File: config.mk
export PLATFORM = sky130hd
export DESIGN_NAME = program_loader
export DESIGN_NICKNAME = d
export VERILOG_FILES = /design/src/rtl/program_loader_pkg.sv /design/src/rtl/program_loader_char_decode.sv /design/src/rtl/program_loader.sv
export SDC_FILE = /design/constraint.sdc
export NUM_CORES = 1
export LEC_CHECK = 0
export BUFFER_PORTS_ARGS = -buffer_cell sky130_fd_sc_hd__buf_2
export CORE_ASPECT_RATIO = 1.25
export CORE_UTILIZATION = 50
export DETAILED_ROUTE_END_ITERATION = 10
export GPL_TIMING_DRIVEN = 0
export PLACE_DENSITY = 0.75
export SLEW_MARGIN = 20
export SYNTH_ARGS = -nofsm -noshare
export SYNTH_HDL_FRONTEND = slang
export SYNTH_SLANG_ARGS = --single-unit
File: constraint.sdc
create_clock -name clock -period 2.54 [get_ports clock]
set_input_delay 0.127 -clock clock [delete_from_list [all_inputs] [get_ports clock]]
set_output_delay 0.127 -clock clock [all_outputs]
set_load 0.02 [all_outputs]
File: src/rtl/program_loader_pkg.sv
// program_loader_pkg
// Shared constants for the program loader and the control unit:
//   - 4-bit opcode encoding of the BF instruction set (halt = 0)
//   - characters that terminate a program load
//   - loader FSM state type
package program_loader_pkg;

    localparam logic [3:0] OP_HALT  = 4'd0;
    localparam logic [3:0] OP_RIGHT = 4'd1;  // '>'
    localparam logic [3:0] OP_LEFT  = 4'd2;  // '<'
    localparam logic [3:0] OP_INC   = 4'd3;  // '+'
    localparam logic [3:0] OP_DEC   = 4'd4;  // '-'
    localparam logic [3:0] OP_OUT   = 4'd5;  // '.'
    localparam logic [3:0] OP_IN    = 4'd6;  // ','
    localparam logic [3:0] OP_JZ    = 4'd7;  // '['
    localparam logic [3:0] OP_JNZ   = 4'd8;  // ']'

    localparam logic [7:0] TERM_BANG = 8'h21;  // '!'
    localparam logic [7:0] TERM_NUL  = 8'h00;

    localparam logic [7:0] DEPTH_MAX = 8'hFF;

    typedef enum logic [2:0] {
        ST_IDLE,
        ST_ACCEPT,
        ST_WRITE,
        ST_TERM,
        ST_DONE,
        ST_ERROR
    } load_state_e;

endpackage

File: src/rtl/program_loader_char_decode.sv
// char_decode
// Combinational ASCII-to-opcode decoder.
// Ports:
//   char_code  in   8  ASCII character
//   isBF       out  1  character is one of the eight BF instructions
//   isTerm     out  1  character terminates the program ('!' or NUL)
//   opcode     out  4  opcode for a BF character, halt otherwise
module char_decode
    import program_loader_pkg::*;
(
    input  logic [7:0] char_code,
    output logic       isBF,
    output logic       isTerm,
    output logic [3:0] opcode
);

    always_comb begin
        isBF   = 1'b1;
        opcode = OP_HALT;
        case (char_code)
            8'h3E:   opcode = OP_RIGHT;  // '>'
            8'h3C:   opcode = OP_LEFT;   // '<'
            8'h2B:   opcode = OP_INC;    // '+'
            8'h2D:   opcode = OP_DEC;    // '-'
            8'h2E:   opcode = OP_OUT;    // '.'
            8'h2C:   opcode = OP_IN;     // ','
            8'h5B:   opcode = OP_JZ;     // '['
            8'h5D:   opcode = OP_JNZ;    // ']'
            default: isBF   = 1'b0;
        endcase
        isTerm = (char_code == TERM_BANG) || (char_code == TERM_NUL);
    end

endmodule

File: src/rtl/program_loader.sv
// program_loader
// Streams ASCII BF source into program memory as 4-bit opcodes, one write
// per accepted instruction, terminated by a halt write. Bracket nesting is
// tracked while loading so an unbalanced program is rejected, and the
// pointer is bounded so the halt always fits at or below PROG_MAX.
// Ports:
//   clock        in   1       rising-edge clock
//   reset        in   1       asynchronous active-low reset
//   start        in   1       pulse: begin a new load at address 0
//   charValid    in   1       charIn holds a character
//   charIn       in   8       ASCII character
//   charReady    out  1       character accepted this cycle (when valid)
//   PMaddress    out  ADDR_W  program memory write address
//   PMdata       out  4       opcode to write
//   PMwren       out  1       program memory write enable
//   PMinputDone  out  1       load finished successfully (level)
//   loadError    out  1       load aborted (level)
module program_loader
    import program_loader_pkg::*;
#(
    parameter int                ADDR_W   = 16,
    parameter logic [ADDR_W-1:0] PROG_MAX = 16'hFFFF
) (
    input  logic              clock,
    input  logic              reset,
    input  logic              start,
    input  logic              charValid,
    input  logic [7:0]        charIn,
    output logic              charReady,
    output logic [ADDR_W-1:0] PMaddress,
    output logic [3:0]        PMdata,
    output logic              PMwren,
    output logic              PMinputDone,
    output logic              loadError
);

    load_state_e       state;
    logic [ADDR_W-1:0] ptr;
    logic [7:0]        depth;

    logic              is_bf;
    logic              is_term;
    logic [3:0]        char_op;
    logic              xfer;
    logic              bad_char;

    char_decode u_decode (
        .char_code (charIn),
        .isBF      (is_bf),
        .isTerm    (is_term),
        .opcode    (char_op)
    );

    // charReady is only ever high in ACCEPT, so this is the handshake.
    assign xfer = charValid && charReady;

    // A BF character that cannot be written: the halt would no longer fit,
    // or the bracket counter would wrap in either direction.
    assign bad_char = (ptr == PROG_MAX)
                   || ((char_op == OP_JZ)  && (depth == DEPTH_MAX))
                   || ((char_op == OP_JNZ) && (depth == 8'd0));

    always_ff @(posedge clock or negedge reset) begin
        if (!reset) begin
            state       <= ST_IDLE;
            ptr         <= '0;
            depth       <= '0;
            charReady   <= 1'b0;
            PMaddress   <= '0;
            PMdata      <= OP_HALT;
            PMwren      <= 1'b0;
            PMinputDone <= 1'b0;
            loadError   <= 1'b0;
        end else if (start) begin
            // Restart from any state. A write already on the bus this
            // cycle (WRITE or halting TERM) completes; it just is not
            // repeated.
            state       <= ST_ACCEPT;
            ptr         <= '0;
            depth       <= '0;
            charReady   <= 1'b1;
            PMwren      <= 1'b0;
            PMinputDone <= 1'b0;
            loadError   <= 1'b0;
        end else begin
            unique case (state)
                ST_ACCEPT: begin
                    if (xfer && is_term) begin
                        // Decide the halt write now so PMwren is registered
                        // for the TERM cycle; an open bracket suppresses it.
                        state     <= ST_TERM;
                        charReady <= 1'b0;
                        PMwren    <= (depth == 8'd0);
                        PMaddress <= ptr;
                        PMdata    <= OP_HALT;
                    end else if (xfer && is_bf) begin
                        charReady <= 1'b0;
                        if (bad_char) begin
                            state     <= ST_ERROR;
                            loadError <= 1'b1;
                        end else begin
                            state     <= ST_WRITE;
                            PMwren    <= 1'b1;
                            PMaddress <= ptr;
                            PMdata    <= char_op;
                            if (char_op == OP_JZ) begin
                                depth <= depth + 8'd1;
                            end else if (char_op == OP_JNZ) begin
                                depth <= depth - 8'd1;
                            end
                        end
                    end
                    // Other accepted characters are dropped; stay here.
                end
                ST_WRITE: begin
                    state     <= ST_ACCEPT;
                    PMwren    <= 1'b0;
                    ptr       <= ptr + 1'b1;
                    charReady <= 1'b1;
                end
                ST_TERM: begin
                    PMwren <= 1'b0;
                    if (PMwren) begin
                        state       <= ST_DONE;
                        PMinputDone <= 1'b1;
                    end else begin
                        state     <= ST_ERROR;
                        loadError <= 1'b1;
                    end
                end
                ST_IDLE, ST_DONE, ST_ERROR: begin
                    charReady <= 1'b0;
                    PMwren    <= 1'b0;
                end
                default: begin
                    state     <= ST_IDLE;
                    charReady <= 1'b0;
                    PMwren    <= 1'b0;
                end
            endcase
        end
    end

endmodule

# Word level (Yosys, flattened, before mapping)
# Index checks and enable logic that the tools add are counted.
# classes
n_eq_ne	29
addsub	3
n_bitwise	1
n_reduce_logical	28
mux	41
# ops
op	count
2-to-1 mux 16 bit	5
== test 8 x 6 -> 1 bit (second input constant)	7
2-to-1 mux 8 bit	7
one-hot mux 4 bit (8 select lines)	1
2-to-1 mux 1 bit	18
adder 16 x 1 -> 16 bit (second input constant)	1
== test 16 bit (second input constant)	1
== test 8 x 7 -> 1 bit (second input constant)	2
logical NOT 8 bit	2
2-to-1 mux 3 bit	4
2-to-1 mux 4 bit	3
inequality test 3 bit (second input constant)	4
one-hot mux 3 bit (4 select lines)	1
nonzero test 2 bit	6
AND reduction 5 bit	2
adder 8 x 1 -> 8 bit (second input constant)	1
== test 8 bit (second input constant)	1
inequality test 2 bit (second input constant)	4
inequality test 4 bit (second input constant)	2
AND reduction 2 bit	4
OR reduction 8 bit	1
subtractor 8 x 1 -> 8 bit (second input constant)	1
== test 3 x 2 -> 1 bit (second input constant)	2
== test 3 bit (second input constant)	2
13 further kinds	20
# word_totals
elab_cells	111
ff_bits	51
output_inout_bits	24

# Logic depth before layout (Yosys ltp)
# depth
word_depth	11
mapped_depth	11
ltp_nobuf	10

# Cells and area by module
# Synthesis repeated with hierarchy kept, for this count alone.
# hier_totals
cells_unflattened	275
area_unflattened_um2	2798.9
# by_module_without_submodules
mod	cells_per_inst	seq_area_each_um2	area_per_inst_um2	instances
program_loader	242	1276.2	2580.0	1
char_decode	33	0.0	219.0	1

# Worst setup path after synthesis
# No wires, ideal clock.
# synth_timing
path_type	register to register
startpoint	register charReady
endpoint	register PMaddress[10]
setup_ps	125
stages_incl_launch_ff	7
t_required_ps	2415
path_buffers	1
period_less_slack_ps	2176
setup_slack_ps	364
arrival_ps	2051
path_cell_list	dfrtp_1 > nand2_1 > or4_1 > a31o_1 > a211o_4 > buf_6 > mux2_4
# synth_via
elab_chain_len	4
word_cells_on_any_way	7
classes_between	1 x eq/ne; 1 x mux; 5 x reduce/logical
# synth_lines
item	line	rtl
from (decl)	program_loader.sv:29	output logic charReady,
from (signal assigned)	program_loader.sv:68	charReady <= 1'b0;
from (signal assigned)	program_loader.sv:81	charReady <= 1'b1;
from (signal assigned)	program_loader.sv:92	charReady <= 1'b0;
logical AND 1 bit (*)	program_loader.sv:55	assign xfer = charValid && charReady;
logical AND 1 bit (on tied branches)	program_loader.sv:88, program_loader.sv:96	
inequality test 2 x 1 -> 1 bit (no line) / nonzero test 2 bit (equally long branches)	--	
AND reduction 4 bit (no line)	--	
to (signal assigned)	program_loader.sv:94	PMaddress <= ptr;
to (signal assigned)	program_loader.sv:104	PMaddress <= ptr;
to (decl)	program_loader.sv:30	output logic [ADDR_W-1:0] PMaddress,
# Every way passes the cells marked *; elsewhere a longest branch is shown, timed or not.
# A chain may end at the register's enable or synchronous reset.

# Worst setup path after layout
# layout_timing
startpoint	register charReady
endpoint	register PMaddress[6]
# Same word-level chain as after synthesis.

==> results_dict.tcl <==
set metrics [dict create \
    synth_edf_count 0 \
    first_iter_violations 107 \
    syn_area_mm2 0.00295 \
    postCtsSetupBuffers 0 \
    min_path_type "primary input to register" \
    yosys.area.top_type_share_pct 43.2 \
    ys_seq_elements 51 \
    drc 16 \
    total_power_mw 1.77 \
    max_slew_margin_pct 31.9 \
    synth_top_area_cell "dfrtp_1" \
    areaGrowthSynthToFinish_pct 13.3 \
    synthDistinctLibCells 54 \
    antenna_found_initial 0 \
    dr_total_vias 2366 \
    syn_area_per_cell_um2 9.91 \
    ir_drop_mv 0.276 \
    setup_slack_ns 0.297 \
    whs_ns 0.274 \
    ant_nets 0 \
    dp_hpwl_um 4560 \
    grt_use_total_pct 21.2 \
    failed_checks "DRC" \
    post-place-ws_ns 0.112 \
    hold_violations 0 \
    most-common-layout-cells "51 x dfrtp_1, 36 x buf_2, 36 x nor2_1" \
    cts.sinks 51 \
    syn_nets 318 \
    clkPwrFrac_pct 32.3 \
    grt_first_pass_wirelength_um 10400 \
    firstDrtPassIters 7 \
    design.portCount 36 \
    status "finished, violations left" \
    cts_tree "yes" \
    nets 361 \
    die_h_um 87.9 \
    endpoint_kind "register" \
    power_frac_comb_pct 18.3 \
    wirelength_um 6150 \
    numCtsBuffers 5 \
    swShare_pct 28.4 \
    arrival_ns 2.43 \
    coreArea_mm2 0.00556 \
    initial_core_util_pct 53.2 \
    synth.area.top_cells "dfrtp_1 43%, mux2_4 8.1%, nor2_1 4.6%, xor2_1 3.3%, a21oi_1 3.2%" \
    criticalPathCategory "register to register" \
    finalCritPeriodShare_pct 88.3 \
    rows 30 \
    grt_pass1_vias 2250 \
    p_leak_nw 1.59 \
    antenna_cells 0 \
    tightest_slew_ns 1.01 \
    drv_slew 0 \
    clk_latency_ns 0.31 \
    drive_gt1_share_pct 21.1 \
    reg2reg_slack_ns 0.30 \
    grt_max_degree 32 \
    cts.path.max_buffers 2 \
    fmax_ghz 0.446 \
    seqPwrFrac_pct 49.4 \
    cts_root_buffer "clkbuf_8" \
    gr-total-overflow 0 \
    cp.required_ns 2.73 \
    die_area_mm2 0.00622 \
    final_common_cell "dfrtp_1" \
    internal-power_mw 1.27 \
    synth_flop_cell "dfrtp_1" \
    power_switching_mw 0.503 \
    worstSetupStartpointType "register" \
    drv_cap 0 \
    fin_setup_tns_ns 0 \
    htreeDepth 2 \
    rsz0062_at_grt "false" \
    finClkSkew_ns 0.00824 \
    synthCells 298 \
    wire_per_inst_um 15.1 \
    via_per_inst 5.83 \
    p_per_area_mw_per_mm2 529 \
    die_w_um 70.7 \
    portBuffers 34 \
    gp_congestion 0.886 \
    async_reset_ff_share_pct 100 \
    clk_pin_slew_worst_paths_ns 0.10 \
    finalSetupViolCount 0 \
    cp_max_fo 10 \
    finalCriticalPeriod_ns 2.24 \
    yosys_warnings 0 \
    seq_area_frac_synth_pct 43.2 \
]
[worst max-delay path, cell delays in order (launching register included)]
cell and delay [ns]:
dfrtp_1 0.44, nand2_1 0.12, or4_1 0.51, a31o_1 0.28
a211o_4 0.31, buf_6 0.17, mux2_4 0.30
[path summary, 6_finish.rpt]
check,from,endpoint,depth (start not counted)
setup / recovery,charReady$_DFFE_PN0P_,PMaddress[6]$_DFFE_PN0P_,6
hold / removal,start,PMwren$_DFFE_PN0P_,4
setup reg to reg,charReady$_DFFE_PN0P_,PMaddress[6]$_DFFE_PN0P_,6
hold reg to reg,PMaddress[12]$_DFFE_PN0P_,PMaddress[12]$_DFFE_PN0P_,1
max in group asynchronous,reset,ptr[6]$_DFFE_PN0P_,3
min in group asynchronous,reset,state[0]$_DFFE_PN0P_,2
[synthesized netlist by cell type, types with 2 or more instances]
master	count
nand3_1	16
nor4_1	6
nand4_1	10
or3_1	4
clkbuf_1	7
nand2b_1	3
o2111ai_1	3
a31oi_1	2
dfrtp_1	51
ha_1	7
a22oi_1	2
buf_2	2
mux2_4	16
o22ai_1	2
o21ai_0	13
a21oi_1	19
nor2b_1	3
xor2_1	11
and4_1	4
o211ai_1	2
xnor2_1	6
and3_1	4
buf_6	2
nor2_1	36
a41oi_1	2
nand4b_1	3
nor3_1	6
mux2_2	2
nand2_1	15
inv_1	12
o21a_1	2
or4_1	3
[power groups by stage]
stage	registers [mW]	logic (mW)	clock network (mW)
after floorplan	0.919	0.189	0
after global placement	0.888	0.317	0
after detailed placement	0.890	0.324	0
after CTS	0.874	0.326	0.586
after global routing	0.879	0.355	0.620
final	0.874	0.325	0.572
[state kept, by name (all words and copies together), names as in the netlist]
| register | count |
|---|---|
| PMaddress | 16 |
| ptr | 16 |
| depth | 8 |
| PMdata | 4 |
| state | 3 |
| PMinputDone | 1 |
| PMwren | 1 |
| charReady | 1 |
| loadError | 1 |
[stage by stage]
stage,area (um^2),cells,util (%)
finish,3350,406,60.2
global route,3350,406,60.2
CTS,3350,406,60.2
detailed placement,3220,397,58.0
global placement,3200,396,57.7
floorplan,2950,298,-
[cells by family (layout without fill, tap and decap cells)]
group / count (synthesis) / in the layout / synth area share, %
buffers and inverters: 23 / 67 / 3.52
adders and majority gates: 8 / 8 / 3.64
AOI/OAI and AO/OA: 59 / 59 / 13.4
DFF: 51 / 51 / 43.2
and+or+nand+nor: 121 / 121 / 21.9
muxes: 19 / 19 / 9.24
xor gates and xnor gates: 17 / 17 / 5.04
[repair_timing]
action | in CTS | in global routing
hold buffers | 1 | 0
gates resized for setup | 0 | 0
endpoints found under the hold margin | 20 | 0
[area by class of cell]
class | instances | area, um^2
fill | 492 | 2210
tap | 64 | 80.1
inverter | 12 | 45.0
clock inverter | 3 | 43.8
sequential | 51 | 1280
multi-input combinational | 224 | 1570
timing repair buffer | 36 | 200
buffer | 11 | 58.8
clock buffer | 5 | 68.8
[routing by layer]
metal	share of wire (%)	GRT usage, %
met1	49	28.4
met3	2.7	2.42
met2	48	35.6
met5	0	0
met4	0.67	7.82
(Power assumes the default switching activity.)
